==> config.mk <==
export PLATFORM = sky130hd
export DESIGN_NAME = pc_gen
export DESIGN_NICKNAME = d
export VERILOG_FILES = /design/src/rtl/pc_gen.sv
export SDC_FILE = /design/constraint.sdc
export NUM_CORES = 1
export LEC_CHECK = 0
export BUFFER_PORTS_ARGS = -buffer_cell sky130_fd_sc_hd__buf_2
export CORE_MARGIN = 1.5
export CORE_UTILIZATION = 45
export DETAILED_ROUTE_END_ITERATION = 8
export PLACE_DENSITY_LB_ADDON = 0.3
export SLEW_MARGIN = 10
export SYNTH_ARGS = -nofsm -noshare
export SYNTH_HDL_FRONTEND = slang
export SYNTH_SLANG_ARGS = --single-unit
==> constraint.sdc <==
create_clock -name i_clk -period 2.85 [get_ports i_clk]
set_input_delay 0.57 -clock i_clk [delete_from_list [all_inputs] [get_ports i_clk]]
set_output_delay 0.57 -clock i_clk [all_outputs]
set_load 0.005 [all_outputs]
==> src/rtl/pc_gen.sv <==
// Fetch program-counter generator: BOOT/RUN/HALT sequencing, valid/ready offer, prioritised redirects.
// Optional wrong-path epoch counter enabled by defining PCGEN_EPOCH_EN.
module pc_gen #(
    parameter int          WIDTH    = 64,
    parameter logic [63:0] RESET_PC = 64'h8000_0000,
    parameter int          STEP     = 4,
    parameter int          NREDIR   = 3,
    parameter int          EPOCH_W  = 2
) (
    input  logic                           i_clk,
    input  logic                           i_reset,
    output logic                           o_pc_valid,
    output logic [WIDTH-1:0]               o_pc,
    input  logic                           i_pc_ready,
    output logic                           o_pc_misaligned,
    input  logic [NREDIR-1:0]              i_redirect_valid,
    input  logic [NREDIR-1:0][WIDTH-1:0]   i_redirect_pc,
    input  logic                           i_halt,
    output logic [EPOCH_W-1:0]             o_epoch
);

    localparam logic [WIDTH-1:0] RST_PC = WIDTH'(RESET_PC);
    localparam logic [WIDTH-1:0] STEP_W = WIDTH'(STEP);

    typedef enum logic [1:0] {
        S_BOOT,
        S_RUN,
        S_HALT
    } state_t;

    state_t           r_state;
    state_t           w_state_nxt;
    logic [WIDTH-1:0] r_pc;
    logic [WIDTH-1:0] w_pc_nxt;
    logic [WIDTH-1:0] w_redir_pc;
    logic             w_redir_any;

    // Scan from the highest index down so the lowest set channel wins.
    always_comb begin
        w_redir_any = |i_redirect_valid;
        w_redir_pc  = '0;
        for (int i = NREDIR - 1; i >= 0; i--) begin
            if (i_redirect_valid[i]) begin
                w_redir_pc = i_redirect_pc[i];
            end
        end
    end

    always_comb begin
        w_state_nxt = r_state;
        w_pc_nxt    = r_pc;
        unique case (r_state)
            S_BOOT: begin
                w_state_nxt = S_RUN;
                if (w_redir_any) begin
                    w_pc_nxt = w_redir_pc;
                end
            end
            S_RUN: begin
                if (w_redir_any) begin
                    w_pc_nxt = w_redir_pc;
                end else if (i_pc_ready) begin
                    w_pc_nxt = r_pc + STEP_W;
                end
                if (i_halt) begin
                    w_state_nxt = S_HALT;
                end
            end
            S_HALT: begin
                if (w_redir_any) begin
                    w_pc_nxt    = w_redir_pc;
                    w_state_nxt = i_halt ? S_HALT : S_RUN;
                end
            end
            default: begin
                w_state_nxt = S_BOOT;
            end
        endcase
    end

    always_ff @(posedge i_clk or posedge i_reset) begin
        if (i_reset) begin
            r_state <= S_BOOT;
            r_pc    <= RST_PC;
        end else begin
            r_state <= w_state_nxt;
            r_pc    <= w_pc_nxt;
        end
    end

    assign o_pc            = r_pc;
    assign o_pc_valid      = (r_state == S_RUN);
    assign o_pc_misaligned = o_pc_valid && (r_pc[1:0] != 2'b00);

`ifdef PCGEN_EPOCH_EN
    logic [EPOCH_W-1:0] r_epoch;

    // Every accepted redirect opens a new epoch, whatever the state.
    always_ff @(posedge i_clk or posedge i_reset) begin
        if (i_reset) begin
            r_epoch <= '0;
        end else if (w_redir_any) begin
            r_epoch <= r_epoch + EPOCH_W'(1);
        end
    end

    assign o_epoch = r_epoch;
`else
    assign o_epoch = '0;
`endif

endmodule
Word-level counts from Yosys, hierarchy flattened

Cells that the tools add are included.

Register bits: 66
Input bits: 199
Output and inout bits: 68
Logic and storage cells: 28

$add $sub $neg: 1
Eq/ne operators: 6
Mux-type cells: 11
Reduce and logical (&&, ||, !) cells: 8

Operators with widths:

| operator                | count |
|---|---|
| $mux W64                | 6 |
| $pmux W64 S2            | 1 |
| $add A64 B3 Y64 const B | 1 |
| $mux W2                 | 3 |
| $pmux W2 S3             | 1 |
| $ne A2 B1 Y1 const B    | 2 |
| $reduce_bool A2 Y1      | 2 |
| $ne A3 B1 Y1 const B    | 1 |
| $reduce_and A3 Y1       | 1 |
| $reduce_or A3 Y1        | 1 |
| $eq A2 B1 Y1 const B    | 1 |
| $eq A2 B2 Y1 const B    | 1 |
| $logic_not A2 Y1        | 1 |
| $ne A2 B2 Y1 const B    | 1 |
| $reduce_and A2 Y1       | 1 |
| $reduce_or A2 Y1        | 1 |
| $logic_and A1 B1 Y1     | 1 |

Longest topological paths before layout

Depth after elaboration: 5
Mapped depth: 7
Depth with buffers taken out: 6

Least setup slack after synthesis

OpenSTA, ideal clock, no wires.

Path type: register to register
Start point: register r_pc[2] (netlist: o_pc[2])
End point: register r_pc[36] (netlist: o_pc[36])
Setup time: 0.079 ns
Data arrival time: 2.218 ns
Required time: 2.771 ns
Slack: 0.553 ns
Cell stages (with the launch flop): 7
Buffers on the path: 0
Period minus slack after synthesis: 2.297 ns
Cells stage by stage: dfrtp_1 ha_1 nand4_4 or4_1 or4_1 a21oi_1 a2bb2oi_1

Longest elaborated chain between the ends: 4

RTL lines:

| what                   | RTL line | text |
|---|---|---|
| start, declared        | 33       | `logic [WIDTH-1:0] r_pc;` |
| start signal, assigned | 87       | `r_pc <= w_pc_nxt;` |
| $add A64 B3 Y64        | 63       | `w_pc_nxt = r_pc + STEP_W;` |
| $mux W64               | 62       | `end else if (i_pc_ready) begin` |
| $mux W64               | 60       | `if (w_redir_any) begin` |
| $pmux W64 S2           | 52       | `unique case (r_state)` |

Every way passes these cells. The select of a mux whose other input is x is not followed.
A chain may end at the register's enable or synchronous reset.

Worst setup path in the final report

Ends and elaborated chain as after synthesis.

==> results.cfg <==
[run_status]
status = complete, no violations

[placement]
pre_cts_ws_ps = 410.9
port_buffers = 264
post-dp-hpwl_um = 16370
dpl_cell_area_sq_um = 7108
placed_cells = 1127
gp_congestion = 1.025

[setup_path]
crit_family = simple AND/OR/NAND/NOR gates
slowest_delay_ps = 620
cp-end-kind = flop
worst-path-max-fanout = 8
path_buf_inv = 0
setup.worst_path.class = reg2reg
path_cells = ha_1 > nand4_4 > or4_1 > or4_1 > a21oi_1 > a2bb2oi_1
worstPathRequired_ps = 3110
cpMostUsedCell = or4_1
startpoint_type = flop
cp_slowest_cell = or4_1
arrival_ps = 2740

[clocking]
ctsHoldBuffers = 0
cts_max_level = 3
clk_pin_slew_ps = 60
clockBufferDepth = 2
cts_resized = 0
numCtsBuffers = 9
insertion_delay_ps = 340
clkSinkCount = 66
post_cts_buffers = 0
cts_root_buffer = clkbuf_16
cts_tree = yes

[logic_synthesis]
synth_common_cells = nand2_1 (99), o21ai_0 (66), dfrtp_1 (65)
synth_top_area_cell = dfrtp_1
synth_top_area_share_pct = 29.33
ys_ff_latch = 66
ys.flop_type = dfrtp_1
yosysWarnings = 0
avgSynthCellArea_sq_um = 7.473
postSynth.asyncResetShare_pct = 100.0
syn_inst = 742
ys_types = 62
synth-edff-count = 0
synth.most_common_cell = nand2_1
syn-cell-area_sq_um = 5545
yosysSeqAreaShare_pct = 29.81
ys_top_cells_by_area = dfrtp_1 (29%), a22oi_1 (8.7%), nand2_1 (6.7%), o21ai_0 (6.0%), a21oi_1 (4.1%)

[floorplanning]
io_pins = 267
fp-row-count = 40
die_width_um = 114.0
dieArea_sq_um = 13000
start_util_pct = 46.17
die_h_um = 114.0
coreArea_sq_um = 12010

[final_layout]
post-route-cell-area_sq_um = 7443
finalCoreUtilization_pct = 61.97
syn2layout_area_growth_pct = 34.23
multi_input_area_sq_um = 3607
fillers = 1133
nets = 1191
register_area_sq_um = 1653
final_layout_size_suffix_gt1_share_pct = 33.13
diodes = 0
fin_cells = 1143

[timing]
hold_violations = 0
slew_viol_final = 0
fin_crit_ps = 2481
fin_crit_sh_pct = 87.04
setup_slack_ps = 369.2
fin_setup_tns_ps = 0
worst_clock_skew_ps = 6.242
rsz0062_at_grt = false
setup_viol = 0
tightest_slew_ps = 624.7
slew_headroom_pct = 57.97
timing.fmax_mhz = 403.1

[global_route]
grt_pass1_vias = 6528
gr-usage-all-layers_pct = 33.45
top_usage_layer = met2
antenna_found_initial = 0
grt_pass1_wl_um = 34070
met2_usage_pct = 53.78
met3_usage_pct = 6.908
grt_overflow = 0
grt_max_degree = 129
grtUsageMet1_pct = 42.63

[detailed_routing]
num_vias = 7295
ant_nets = 0
viasPerCell = 6.382
dr.first_iter.drc_count = 613
wl_per_cell_um = 19.31
drt_pass1_iterations = 5
wl_um = 22070
drc = 0

[power]
power.net_switching_mw = 2.477
switching_share_pct = 43.26
power.internal_mw = 3.249
max-vdd-ir-drop_v = 0.0004113
power.share.clock_pct = 22.6
p_per_area_nw_per_um2 = 769.3
leakage_nw = 3.316
combPwrFrac_pct = 41.0
seqPwrFrac_pct = 36.3

[job]
cap_violations = 0

[hold_path]
hold_class = in2async
-- placed cells by master (no fill, tap or decap), types with 6 or more instances in the layout --
cell | Yosys | final
a211oi_1 | 10 | 10
a21oi_1 | 45 | 45
a221oi_1 | 9 | 9
a22oi_1 | 64 | 63
a2bb2oi_1 | 10 | 10
a311oi_1 | 7 | 7
and3_1 | 20 | 20
and4_1 | 7 | 7
buf_2 | 5 | 263
buf_4 | 4 | 35
clkbuf_16 | 0 | 9
dfrtp_1 | 65 | 65
inv_1 | 12 | 11
nand2_1 | 99 | 99
nand3_1 | 37 | 37
nand4_1 | 29 | 29
nor2_1 | 45 | 45
nor3_1 | 21 | 21
nor4_1 | 8 | 8
o211ai_1 | 10 | 10
o21ai_0 | 66 | 66
o22ai_1 | 17 | 17
o311ai_0 | 7 | 7
or3_1 | 9 | 9
or4_1 | 6 | 6
-- metal layers --
metal	wire, um	share of wire (%)
met5	0	0
met1	8626	39
met3	2134	9.7
met2	10130	46
met4	1177	5.3
-- tightest hold or removal path: stages --
cell and delay, ps:
buf_2 100, inv_2 60, buf_12 320
-- kinds of logic after synthesis --
| group | after synthesis | synth area share [%] |
|---|---|---|
| other | 1 | 0.06762 |
| AND/OR/NAND/NOR | 307 | 28.59 |
| adder cells (fa/ha/maj) | 1 | 0.2256 |
| AO/OA/AOI/OAI | 291 | 35.67 |
| flip-flops | 66 | 29.81 |
| multiplexers | 1 | 0.1805 |
| buffers and inverters | 75 | 5.460 |
-- power groups by stage --
stage / Combinational [mW] / Sequential, mW / Clock (mW)
global route: 2.57 / 2.14 / 1.34
CTS: 2.32 / 2.04 / 1.29
global placement: 2.29 / 2.03 / 0
finish: 2.35 / 2.08 / 1.30
floorplan: 1.27 / 1.88 / 0
detailed placement: 2.30 / 2.06 / 0
-- state kept, by name, indices dropped and copies added (netlist names) --
register	count
r_state	2
o_pc	64
-- final timing paths --
path,from,to,slack (ps),cells past startpoint
worst max-delay path,o_pc[2],o_pc[36],370,6
worst min-delay path,i_reset,o_pc[60],310,3
worst max register to register,o_pc[2],o_pc[36],370,6
worst min register to register,o_pc[0],o_pc[0],500,2
max in group asynchronous,i_reset,o_pc[31],2220,3
min in group i_clk,i_halt,r_state[0],440,2
-- per-stage QoR --
stage / total power, mW / hold slack [ps]
finish: 5.726 / 310.3
global route: 6.048 / 347.9
CTS: 5.658 / 331.0
detailed placement: 4.362 / 490.4
global placement: 4.322 / 483.3
floorplan: 3.155 / 495.2
-- layout make-up --
type / instances / share of cell area, %
flip-flops and latches: 66 / 22.21
clock inverters: 5 / 1.378
well taps: 147 / 2.471
multi-input cells: 602 / 48.46
inverters: 12 / 0.6051
clock buffers: 11 / 3.127
repair buffers: 300 / 21.75
(Power assumes the default switching activity.)
